`src/rtl/fx3_bus_in_capture.sv`:
```
// fx3_bus_in_capture: acquires a ping-pong FIFO side, arms the FX3 inbound path and writes captured words
module fx3_bus_in_capture #(
    parameter int          DATA_WIDTH = 32,
    parameter logic [23:0] MAX_PACKET = 24'd1024
) (
    input  logic                  clk,
    input  logic                  rst_n,
    input  logic                  i_enable,
    input  logic [DATA_WIDTH-1:0] i_fx3_data,
    input  logic                  i_data_valid,
    input  logic                  i_in_path_busy,
    input  logic                  i_in_path_finished,
    output logic                  o_in_path_enable,
    output logic [23:0]           o_packet_size,
    input  logic [1:0]            i_wr_rdy,
    output logic [1:0]            o_wr_act,
    input  logic [23:0]           i_wr_size,
    output logic                  o_wr_stb,
    output logic [DATA_WIDTH-1:0] o_wr_data,
    output logic [23:0]           o_word_count,
    output logic                  o_short_packet,
    output logic                  o_overflow,
    input  logic                  i_clear_status
);
    typedef enum logic [2:0] {IDLE, ARM, CAPTURE, FLUSH, RELEASE} state_t;
    state_t      r_state;
    logic        r_last_side;
    logic        w_side;
    logic [23:0] w_size;
    logic        w_start;
    logic        w_unused;
    assign w_unused = i_in_path_busy;
    assign w_side   = (i_wr_rdy == 2'b11) ? ~r_last_side : i_wr_rdy[1];
    assign w_size   = (i_wr_size > MAX_PACKET) ? MAX_PACKET : i_wr_size;
    assign w_start  = i_enable && (i_wr_rdy != 2'b00) && !i_in_path_finished;
    // Packet sequencing, FIFO writes and sticky status; clear wins over a same-cycle set
    always_ff @(posedge clk or negedge rst_n) begin
        if (!rst_n) begin
            r_state          <= IDLE;
            r_last_side      <= 1'b1;
            o_in_path_enable <= 1'b0;
            o_packet_size    <= '0;
            o_wr_act         <= '0;
            o_wr_stb         <= 1'b0;
            o_wr_data        <= '0;
            o_word_count     <= '0;
            o_short_packet   <= 1'b0;
            o_overflow       <= 1'b0;
        end else begin
            o_wr_stb <= 1'b0;
            case (r_state)
                IDLE: begin
                    if (w_start && w_size != 24'd0) begin
                        o_wr_act      <= w_side ? 2'b10 : 2'b01;
                        o_packet_size <= w_size;
                        o_word_count  <= '0;
                        r_state       <= ARM;
                    end
                end
                ARM: begin
                    o_in_path_enable <= 1'b1;
                    r_state          <= CAPTURE;
                end
                CAPTURE: begin
                    if (i_data_valid) begin
                        if (o_word_count < o_packet_size) begin
                            o_wr_data    <= i_fx3_data;
                            o_wr_stb     <= 1'b1;
                            o_word_count <= o_word_count + 24'd1;
                        end else begin
                            o_overflow <= 1'b1;
                        end
                    end
                    if (i_in_path_finished) r_state <= FLUSH;
                end
                FLUSH: begin
                    if (o_word_count < o_packet_size) o_short_packet <= 1'b1;
                    o_in_path_enable <= 1'b0;
                    o_wr_act         <= '0;
                    r_last_side      <= o_wr_act[1];
                    r_state          <= RELEASE;
                end
                RELEASE: begin
                    if (!i_in_path_finished) r_state <= IDLE;
                end
                default: r_state <= IDLE;
            endcase
            if (i_clear_status) begin
                o_short_packet <= 1'b0;
                o_overflow     <= 1'b0;
            end
        end
    end
endmodule

```
`config.mk`:
```
export PLATFORM = sky130hd
export DESIGN_NAME = fx3_bus_in_capture
export DESIGN_NICKNAME = d
export VERILOG_FILES = /design/src/rtl/fx3_bus_in_capture.sv
export SDC_FILE = /design/constraint.sdc
export NUM_CORES = 1
export LEC_CHECK = 0
export ABC_AREA = 0
export CORE_ASPECT_RATIO = 0.9
export CORE_UTILIZATION = 30
export DETAILED_ROUTE_END_ITERATION = 16
export HOLD_SLACK_MARGIN = 0.03
export PLACE_DENSITY = 0.54
export SKIP_CTS_REPAIR_TIMING = 1
export SLEW_MARGIN = 40
export SYNTH_ARGS = -nofsm -noshare
export SYNTH_HDL_FRONTEND = slang
export SYNTH_SLANG_ARGS = --single-unit
```
`constraint.sdc`:
```
create_clock -name clk -period 3.1 [get_ports clk]
set_input_delay 0.62 -clock clk [delete_from_list [all_inputs] [get_ports clk]]
set_output_delay 0.62 -clock clk [all_outputs]
set_load 0.05 [all_outputs]
```
Yosys cells after proc, flatten, opt, wreduce, memory -nomap -nowiden
Index checks and enable logic that the tools add are counted.
{"block": "word_totals", "out_inout_bits": 86, "mem_count": 0, "latch_bits": 0, "in_bits": 65, "mem_bits_ro": 0, "reg_bits": 90, "mem_bits_rw": 0}
{"block": "classes", "order_cmp": 2, "n_reduce_logical": 21, "eq_ne": 11, "n_div": 0, "mul": 0, "bitwise": 1, "n_mux": 24, "addsub": 1, "shifts": 0}
{"operator": "$mux W24", "n": 4}
{"operator": "$pmux W24 S2", "n": 1}
{"operator": "$add A24 B1 Y24 const B", "n": 1}
{"operator": "$gt A24 B11 Y1 const B", "n": 1}
{"operator": "$lt A24 B24 Y1", "n": 1}
{"operator": "$reduce_bool A24 Y1", "n": 1}
{"operator": "$reduce_bool A2 Y1", "n": 8}
{"operator": "$pmux W3 S5", "n": 1}
{"operator": "$ne A2 B2 Y1 const B", "n": 6}
{"operator": "$mux W1", "n": 11}
{"operator": "$mux W3", "n": 3}
{"operator": "$reduce_and A3 Y1", "n": 3}
{"operator": "$eq A3 B2 Y1 const B", "n": 2}
{"operator": "$reduce_and A2 Y1", "n": 3}
{"operator": "$mux W2", "n": 2}
{"operator": "$pmux W2 S2", "n": 1}
{"operator": "$reduce_and A4 Y1", "n": 1}
{"operator": "$eq A3 B1 Y1 const B", "n": 1}
{"operator": "$eq A3 B3 Y1 const B", "n": 1}
{"operator": "$logic_and A1 B1 Y1", "n": 3}
{"operator": "$logic_not A3 Y1", "n": 1}
{"operator": "$eq A2 B2 Y1 const B", "n": 1}
{"operator": "$pmux W1 S2", "n": 1}
{"operator": "$logic_not A1 Y1", "n": 1}
{"operator": "$not A1 Y1", "n": 1}

Depth between registers and ports, before layout
{"block": "depth", "ltp_word": 6, "ltp_mapped": 9}

Least setup slack after synthesis
Ideal clock, no wire load.
{"block": "synth_timing", "path_type": "flip-flop to flip-flop", "from": "reg o_packet_size[13]", "to": "reg o_word_count[3]", "required_time_ns": 2.974, "synth_period_minus_slack_ns": 2.646, "arrival_time_ns": 2.520, "path_buffers": 1, "stages_incl_launch_ff": 9, "path_slack_ns": 0.454, "cell_sequence": "dfrtp_1 inv_1 ha_1 nand4_1 or4_4 o211ai_4 nor2_4 buf_6 a221o_1"}
{"block": "synth_between", "elab_chain_cells": 3}
{"element": "start: declaration", "line_no": "14", "source": "output logic [23:0] o_packet_size,"}
{"element": "start signal: assignment", "line_no": "55", "source": "o_packet_size <= w_size;"}
{"element": "$lt A24 B24 Y1", "line_no": "66", "source": "if (o_word_count < o_packet_size) begin"}
{"element": "$ne A2 B2 Y1 (no source line)"}
{"element": "$reduce_and A4 Y1 (no source line)"}
{"element": "end signal: assignment", "line_no": "69", "source": "o_word_count <= o_word_count + 24'd1;"}
{"element": "end: declaration", "line_no": "20", "source": "output logic [23:0] o_word_count,"}
Every way passes these cells.
A chain may end at the register's enable or synchronous reset.

Final worst setup path
{"block": "layout_timing", "from": "reg o_word_count[21]", "to": "reg o_wr_data[19]"}
{"block": "layout_between", "elab_chain_cells": 2}
{"element": "$lt A24 B24 Y1", "line_no": "66"}
{"element": "$reduce_and A3 Y1 (no source line)"}
{"element": "end signal: assignment", "line_no": "67", "source": "o_wr_data <= i_fx3_data;"}
{"element": "end: declaration", "line_no": "19", "source": "output logic [DATA_WIDTH-1:0] o_wr_data,"}
Every way passes these cells.

==> metrics <==
status=finished, final reports clean; clk_lat worst skew=0.34 ns; crit path launch type=flop; share of cells above drive strength 1=0.139; HP Class=in2async; setup ws final=0.347 ns; Net count, final=665; Crit-path slowest cell=dfrtp_1; Max FO, Critical Path=10; non-filler cells in the finished layout=779; setup slack at placement=0.326 ns; GR Layer Usage met2=0.266; TritonCTS Buffers=9; remaining antenna violation count=0; internal power=3.49 mW; Yosys reg bits=90; Setup Skew=0.0102 ns; DP HPWL=9290 um; Ant. Diodes=0; Syn-to-layout area delta=46.0%; met1 Use GR=0.232; Switching Fraction=0.438; maximum vdd drop=0.686 mV; PortBufs=149; Seq pwr share=0.284; Top delay family on crit path=compound AO/OA/AOI/OAI gates; DRC Markers=0; Initial Util=0.310; Crit. End Element=flop; Synth area leader=dfrtp_1; first-pass GRT wire length=20800 um; minimum clock period=2.75 ns; vias after detailed routing=3875; residual overflow from global routing=0; GPL Wtd Cong=0.758; Avg Cell Area, Syn=11.1 um^2; logic gate share of total power=0.542; Avg WL per Cell=15.9 um; initial antenna violation count=0; fin area=0.00674 mm^2; GRT Total Usage=0.167; worst path cell trace=ha_1 -> a211oi_1 -> o21ai_0 -> a22oi_1 -> o211ai_4 -> nor2_4 -> buf_12 -> mux2_2; Final Hold Fails=0; clock sinks=90; die area=0.0159 mm^2; number of global-route vias before repair=3918; Most Crowded Layer GR=met2; f_max=363 MHz; Initial DRC Count=134; max-slew violations=0; CTS max path bufs=2; Synth cell types=50; largest net degree at the start of global routing=57; Syn. warnings=0; final period utilization=0.888; clock transition at the registers of the reported paths=0.07 ns; met3 Usage GRT=0.0292; Overall Power=6.22 mW; ys flop type=dfrtp_1; critical path type=reg2reg; Critical Path RT=3.33 ns; R2R Path End=o_wr_data[19]; RR Startpoint=o_word_count[21]; most frequent cells in the layout=clkdlybuf4s50_1 (148), dfrtp_1 (89), mux2_4 (29); Placed Cells=763; Horiz. Die Dim=133 um; top post-synthesis cells by area=dfrtp_1 (48%), mux2_4 (9.4%), ha_1 (6.5%); commonest non-fill, non-tap cell in the layout=clkdlybuf4s50_1; Setup TNS=0 ns; clock power share=0.174; Max-slew headroom=0.607; Routed WL=12400 um; unrepaired setup endpoints after global routing=no; number of cells on the worst reg-to-reg path=8; Seq/Total Area, Yosys=0.488; EDFF count, synth=0; TritonRoute pass-1 iters=4; Core ar.=0.0149 mm^2; Static Leak=2.89 nW; PD cells=923 mW/mm^2; count of final setup violators=0; Via density=4.97; Max Cap Violations=0; Placement Cell Area=0.00644 mm^2; Post-Syn Nets=503; Yosys top cell area share=0.483; synthesized cell area=0.00462 mm^2; chip height=120 um; H-tree levels=3; crit path DAT=2.98 ns; I/O pin cnt=151; reg-to-reg setup timing slack=0.35 ns; CTS tree=done; row count=42; WHS=0.243 ns; Root Buffer=clkbuf_16; Core Util, Final=0.453; FFs w/ async S/R, synth=1.00; P_sw=2.72 mW; Worst-Margin Slew=0.585 ns; Max stage delay on crit path=0.44 ns; Mapped Cells=414; WP buf/inv=1
cell usage after synthesis (all sizes together) (10+ instances only):
cell and count:
and3 22, nor2 24, mux2 34, dfrtp 89
a221o 17, inv 29, ha 24, o21ai 22
nor3 20, nand2 25, nand3 22, nor4 10
power by group through the flow:
stage | registers, mW | logic, mW | clock network [mW]
after floorplan | 2.85 | 1.21 | 0
after global placement | 1.78 | 3.37 | 0
after detailed placement | 1.77 | 3.40 | 0
after CTS | 1.77 | 3.41 | 1.12
after global routing | 1.82 | 3.56 | 1.17
final | 1.77 | 3.37 | 1.08
worst max-delay path by stage:
stage	startpoint	cells after the start	to	slack [ns]
floorplan	o_packet_size[13]	8	o_word_count[3]	0.45
global placement	o_word_count[21]	8	o_wr_data[19]	0.38
detailed placement	o_word_count[21]	8	o_wr_data[19]	0.33
CTS	o_word_count[21]	8	o_wr_data[19]	0.30
global route	o_word_count[21]	8	o_wr_data[19]	0.09
finish	o_word_count[21]	8	o_wr_data[19]	0.35
state kept, by name, indices dropped and copies added, names as in the netlist:
name	cells
o_wr_stb	1
o_word_count	24
r_last_side	1
o_wr_data	32
o_packet_size	24
o_wr_act	2
o_in_path_enable	1
o_overflow	1
r_state	3
o_short_packet	1
cell type report:
| cell class | count | area, um^2 |
|---|---|---|
| timing repair buffer | 166 | 1680 |
| tap | 198 | 248 |
| multi-input combinational | 280 | 2150 |
| inverter | 29 | 109 |
| sequential | 90 | 2250 |
| clock inverter | 3 | 22.5 |
| fill | 1410 | 8130 |
| clock buffer | 13 | 270 |
cells by family after synthesis:
kind of cell / count (synthesis) / share of synthesized area
AND/OR/NAND/NOR: 149 / 0.172
flip-flops: 90 / 0.488
AO/OA/AOI/OAI: 72 / 0.120
buffers and inverters: 44 / 0.0455
multiplexers: 34 / 0.107
adder cells (fa/ha/maj): 24 / 0.0651
XOR/XNOR: 1 / 0.00190
layer usage:
| layer | wire length (um) | share of wire | vias to the layer above |
|---|---|---|---|
| met5 | 0 | 0 | - |
| met4 | 149 | 0.012 | 0 |
| met1 | 5820 | 0.47 | 1919 |
| met3 | 497 | 0.040 | 13 |
| li1 | - | - | 1855 |
| met2 | 5880 | 0.48 | 88 |
No activity file was read; power rests on OpenSTA's default activity.
